<file path="config.mk">
export PLATFORM = sky130hd
export DESIGN_NAME = uart_rx_fifo
export DESIGN_NICKNAME = d
export VERILOG_FILES = /design/src/rtl/uart_rx_fifo.sv
export SDC_FILE = /design/constraint.sdc
export NUM_CORES = 1
export LEC_CHECK = 0
export BUFFER_PORTS_ARGS = -buffer_cell sky130_fd_sc_hd__buf_2
export CORE_MARGIN = 2
export CORE_UTILIZATION = 40
export DETAILED_ROUTE_END_ITERATION = 8
export SYNTH_ARGS = -nofsm -noshare
export SYNTH_HDL_FRONTEND = slang
export SYNTH_SLANG_ARGS = --single-unit
</file>
<file path="constraint.sdc">
create_clock -name clk_i -period 4.65 [get_ports clk_i]
set_clock_uncertainty 0.15 [all_clocks]
set_input_delay 0.93 -clock clk_i [delete_from_list [all_inputs] [get_ports clk_i]]
set_output_delay 0.93 -clock clk_i [all_outputs]
set_load 0.03 [all_outputs]
</file>
<file path="src/rtl/uart_rx_fifo.sv">
// =============================================================================
// Module  : uart_rx_fifo
// Brief   : First-word fall-through receive FIFO for UART frames, storing data
//           with frame/parity error flags, plus level, threshold and overrun.
// Revision: 1.0 - initial release
// =============================================================================
`default_nettype none

module uart_rx_fifo #(
    parameter int unsigned DEPTH      = 16,
    parameter int unsigned DATA_WIDTH = 8
) (
    input  logic                      clk_i,
    input  logic                      rst_i,
    input  logic                      wr_valid_i,
    input  logic [DATA_WIDTH-1:0]     wr_data_i,
    input  logic                      wr_frame_err_i,
    input  logic                      wr_parity_err_i,
    input  logic                      rd_en_i,
    output logic [DATA_WIDTH-1:0]     rd_data_o,
    output logic                      rd_frame_err_o,
    output logic                      rd_parity_err_o,
    output logic                      empty_o,
    output logic                      full_o,
    output logic [$clog2(DEPTH):0]    level_o,
    input  logic [$clog2(DEPTH):0]    thresh_i,
    output logic                      thresh_o,
    output logic                      overrun_o,
    input  logic                      overrun_clr_i,
    input  logic                      flush_i
);

    localparam int unsigned c_AW = $clog2(DEPTH);
    localparam int unsigned c_PW = c_AW + 1;
    localparam int unsigned c_EW = DATA_WIDTH + 2;

    logic [c_EW-1:0] mem_q [DEPTH];

    logic [c_PW-1:0] wr_ptr_q, wr_ptr_d;
    logic [c_PW-1:0] rd_ptr_q, rd_ptr_d;
    logic            overrun_q, overrun_d;

    logic            w_empty;
    logic            w_full;
    logic            w_do_wr;
    logic            w_do_rd;
    logic            w_drop;
    logic [c_PW-1:0] w_level;
    logic [c_EW-1:0] w_head;

    assign w_empty = (wr_ptr_q == rd_ptr_q);
    assign w_full  = (wr_ptr_q[c_AW] != rd_ptr_q[c_AW]) &&
                     (wr_ptr_q[c_AW-1:0] == rd_ptr_q[c_AW-1:0]);
    assign w_level = wr_ptr_q - rd_ptr_q;

    // A pop while full frees the slot the same-cycle write lands in.
    assign w_do_wr = wr_valid_i && (!w_full || rd_en_i) && !flush_i;
    assign w_do_rd = rd_en_i && !w_empty && !flush_i;
    assign w_drop  = wr_valid_i && w_full && !rd_en_i && !flush_i;

    always_comb begin
        wr_ptr_d  = wr_ptr_q;
        rd_ptr_d  = rd_ptr_q;
        overrun_d = overrun_q;
        if (flush_i) begin
            wr_ptr_d = '0;
            rd_ptr_d = '0;
        end else begin
            if (w_do_wr) wr_ptr_d = wr_ptr_q + 1'b1;
            if (w_do_rd) rd_ptr_d = rd_ptr_q + 1'b1;
        end
        // Set dominates a same-cycle clear so no drop goes unreported.
        if (w_drop) begin
            overrun_d = 1'b1;
        end else if (overrun_clr_i) begin
            overrun_d = 1'b0;
        end
    end

    always_ff @(posedge clk_i or posedge rst_i) begin
        if (rst_i) begin
            wr_ptr_q  <= '0;
            rd_ptr_q  <= '0;
            overrun_q <= 1'b0;
        end else begin
            wr_ptr_q  <= wr_ptr_d;
            rd_ptr_q  <= rd_ptr_d;
            overrun_q <= overrun_d;
        end
    end

    always_ff @(posedge clk_i) begin
        if (w_do_wr) begin
            mem_q[wr_ptr_q[c_AW-1:0]] <= {wr_parity_err_i, wr_frame_err_i, wr_data_i};
        end
    end

    assign w_head = mem_q[rd_ptr_q[c_AW-1:0]];

    assign rd_data_o       = w_empty ? '0   : w_head[DATA_WIDTH-1:0];
    assign rd_frame_err_o  = w_empty ? 1'b0 : w_head[DATA_WIDTH];
    assign rd_parity_err_o = w_empty ? 1'b0 : w_head[DATA_WIDTH+1];

    assign empty_o   = w_empty;
    assign full_o    = w_full;
    assign level_o   = w_level;
    assign thresh_o  = (thresh_i != '0) && (w_level >= thresh_i);
    assign overrun_o = overrun_q;

endmodule

`default_nettype wire

</file>
# Word level (Yosys, flattened, before mapping)
# Memories as Yosys holds them, arrays and structs flattened.
# Cells that the tools add are included.
# W data, S select, Z words.
# classes
n_lt_le_gt_ge,1
muxes,11
add_sub_neg,3
div_mod_pow,0
shifts,0
n_reduce_logical,18
eq_ne,3
n_mul,0
bitwise_logic,0
# op_table
cell,n
$mux W5,4
$add A5 B1 Y5 const B,2
$logic_and A1 B1 Y1,9
$mux W8,1
$mux W1,6
$reduce_bool A2 Y1,3
$eq A5 B5 Y1,1
$ge A5 B5 Y1,1
$reduce_bool A5 Y1,1
$sub A5 B5 Y5,1
$eq A4 B4 Y1,1
$logic_not A1 Y1,4
$logic_or A1 B1 Y1,1
$ne A1 B1 Y1,1
# totals
latch_bits,0
mem_bits_ro,0
memories,1
word_cells,40
reg_bits,11
ramBits,160
out_inout_bits,19
in_bits,21
# mem_list
memory,depth,word_bits,rd,rd_ports_with_merged_regs,wr,line_no,text
mem_q,16,10,1,0,1,37,logic [c_EW-1:0] mem_q [DEPTH];

# Depth between registers and ports, before layout
# depth
depth_word,8
depth_mapped,11
depth_no_buf,10

# Worst setup path after synthesis
# No wires, ideal clock.
# synth_path
kind,flip-flop to output port
from,register rd_ptr_q[1]
to,output thresh_o
n_path_buf,3
arrival_ns,2.869
required_time_ns,3.570
stages_incl_launch_ff,12
slack_ns,0.701
path_cell_list,dfrtp_1 buf_6 buf_4 buf_4 inv_1 fa_1 a21o_1 a21oi_1 xnor2_1 ha_1 o22ai_1 a21oi_1
# synth_between
elab_chain_cells,3
# synth_lines
element,line_no,text
start: declaration,40,"logic [c_PW-1:0] rd_ptr_q, rd_ptr_d;"
start signal: assignment,87,rd_ptr_q <= rd_ptr_d;
$sub A5 B5 Y5,54,assign w_level = wr_ptr_q - rd_ptr_q;
named net level_o[4],25,"output logic [$clog2(DEPTH):0] level_o,"
$ge A5 B5 Y1,107,assign thresh_o = (thresh_i != '0) && (w_level >= thresh_i);
$logic_and A1 B1 Y1,107,
end: declaration,27,"output logic thresh_o,"
# The timed path passes the listed nets, and every way through them passes these cells.

# Final worst setup path
# layout_path
from,register rd_ptr_q[0]
to,output thresh_o
# layout_between
elab_chain_cells,3
# layout_lines
element,line_no
$sub A5 B5 Y5,54
$ge A5 B5 Y1,107
$logic_and A1 B1 Y1,107
# No other way between the ends.

==> out/summary.txt <==
status -> completed
EDFF count, synth -> 160
PortBufs -> 39
ys async rst share -> 0.06433
routed wl met3 -> 849 um
detailed-route DRC error count -> 0
FP Rows -> 48
CP required -> 3570 ps
Placer Congestion -> 0.8064
Root Buffer -> clkbuf_16
GRT overflow -> 0
post-route cell area -> 8230 um^2
Slew Limit Fails -> 0
Setup TNS Final -> 0 ps
register bit count reported by yosys -> 171
Setup violations, final -> 0
CTS tree -> yes
Pleak -> 2.806 nW
max incr delay on CP -> 690 ps
RSZ-0062 raised after global routing -> false
Vias -> 3,639
post-synth top area share -> 0.6720
Num CTS Buffers -> 17
Comb pwr share -> 0.157
CP max FO -> 15
Worst-path clk slew -> 70 ps
most common library cell in the layout ignoring fill and taps -> edfxtp_1
largest net degree at the start of global routing -> 44
Horiz. Die Dim -> 137.7 um
H-tree Lvls -> 4
all-layer global routing usage -> 0.1592
Area growth syn-to-layout -> 15.12%
met2 WL -> 6715 um
total iterations of the first detailed-routing run -> 5
Power Dens Cells -> 441.6 nW/um^2
Synth area leaders -> edfxtp_1 67%, mux4_2 13%, dfrtp_1 3.9%, ha_1 2.5%, a211oi_1 2.1%
part of the Yosys area used for sequential elements -> 0.7105
Internal Power -> 2.666 mW
Clock Sinks -> 171
critical path class -> register to primary output
Synth Net Count -> 416
transition time of the tightest slew-check pin -> 760.4 ps
ys flop type -> edfxtp_1
DRT iter0 DRCs -> 268
post-synth design cell area -> 7149 um^2
critical-path cell list -> ha_1, inv_1, fa_1, a21o_1, a21oi_1, xnor2_1, ha_1, o22ai_1, a21oi_1, buf_2
via/cell ratio -> 5.367
Cells after Synth -> 380
Clock power frac -> 0.369
worst-case clock buffer depth -> 2
number of global-route vias before repair -> 3,693
drt wl/cell -> 20.50 um
Resized cells post-CTS -> 0
Final Hold Fails -> 0
VDD IR max -> 317.8 uV
CP endpoint kind -> primary output
Antenna Cells -> 0
Hold-fix buffers, CTS -> 0
Max-slew headroom -> 0.4931
nets -> 476
Slowest-stage cell, CP -> dfrtp_2
IO Count -> 40
post-synthesis area per instance -> 18.81 um^2
min-delay worst type -> input port to asynchronous set/reset pin
Met1 Wirelength -> 6216 um
first-pass GRT wire length -> 21,260 um
synth unique cells -> 37
maxcap violations -> 0
cell area after placement -> 7666 um^2
yosys warns -> 0
Routed Antenna Nets -> 0
fraction of layout cells with a size suffix above 1 -> 0.3002
commonest cells after routing, fill and taps aside -> 160 x edfxtp_1, 40 x mux4_2, 39 x buf_2
Critical Path Start Type -> register
total wire length -> 13,900 um
die area -> 18,960 um^2
starting density of the core -> 0.4119
Die Span Y -> 137.7 um
final critical-path required period -> 4060 ps
crit path DAT -> 2980 ps
DP Wirelength -> 8590 um
NetSw -> 0.9682 mW
Core Region -> 17,360 um^2
crit share post-route -> 0.8731
sequential share of power -> 0.474
sw frac -> 0.2664
largest area contributor in the netlist -> edfxtp_1
DR top layer -> met4
postcts setup bufs -> 0
initial antenna violation count -> 0
Max Clk Rate -> 246.3 MHz
worst skew pair latency -> 420 ps
==> power groups by stage <==
stage / logic (mW) / registers [mW] / clock network, mW
after floorplan: 0.444 / 1.74 / 0
after global placement: 0.573 / 1.76 / 0
after detailed placement: 0.576 / 1.76 / 0
after CTS: 0.577 / 1.73 / 1.37
after global routing: 0.621 / 1.73 / 1.43
final: 0.571 / 1.72 / 1.34
==> cell usage after synthesis, types with 3 or more instances <==
cell,n
edfxtp_1,160
clkbuf_1,7
mux4_2,40
nand4_1,3
a21oi_1,7
buf_2,5
dfrtp_1,11
nand2_1,6
xnor2_1,6
buf_4,6
inv_1,14
nand2b_1,4
mux2i_1,11
a211oi_1,20
nor2_1,21
ha_1,14
nor2b_1,11
nand3_1,4
nor3_1,4
xor2_1,3
==> routing by layer <==
layer | track usage | up-vias
met1 | 0.2184 | 1864
met2 | 0.2532 | 119
met4 | 0.03912 | 0
met5 | 0 | -
li1 | - | 1645
met3 | 0.04562 | 11
==> kinds of logic after synthesis <==
group | Yosys count | synth area share
flops | 171 | 0.7105
simple gates | 57 | 0.03955
mux | 51 | 0.1414
compound gates | 41 | 0.04042
buf+inv | 34 | 0.02520
fa+ha+maj | 15 | 0.02730
xor+xnor | 11 | 0.01558
==> metrics by stage <==
step | hold WS [ps] | utilization | std cells | total power, mW | worst slack, ps
2_1_floorplan | 460.7 | - | 380 | 2.180 | 701.1
3_3_place_gp | 369.9 | 0.4417 | 646 | 2.329 | 1050
3_5_place_dp | 403.4 | 0.4417 | 646 | 2.335 | 956.5
4_1_cts | 360.9 | 0.4742 | 678 | 3.671 | 519.7
5_1_grt | 385.7 | 0.4742 | 678 | 3.785 | 357.2
6_report | 353.0 | 0.4742 | 678 | 3.635 | 590.1
==> registers in the layout, indices dropped and copies added, names as in the netlist <==
signal and flops:
overrun_o 1, wr_ptr_q 5, mem_q 160, rd_ptr_q 5
==> area by class of cell <==
class                   count  area (um^2)
clock buffers              17        425.4
clock inverters            15        138.9
fillers                  1455         9126
inverters                  14        52.55
multi-input cells         175         1889
flip-flops and latches    171         5082
well taps                 225        281.5
repair buffers             61        360.3
==> worst max-delay path, delay by kind of cell, from the launching register on <==
kind	cells	cell delay [ps]
fa+ha+maj	3	900
flops	1	690
compound gates	4	560
buf+inv	2	240
xor+xnor	1	160
==> path summary, 6_finish.rpt <==
kind                        startpoint          end  slack, ps  cells past startpoint
min                              rst_i  wr_ptr_q[0]        350                      2
max reg2reg                rd_ptr_q[0]  mem_q[2][5]       1860                      6
max                        rd_ptr_q[0]     thresh_o        590                     10
min reg2reg                  overrun_o    overrun_o        390                      2
min in group clk_i           overrun_o    overrun_o        390                      2
max in group asynchronous        rst_i  rd_ptr_q[1]       3660                      2
Power figures use the tool's default switching activity.
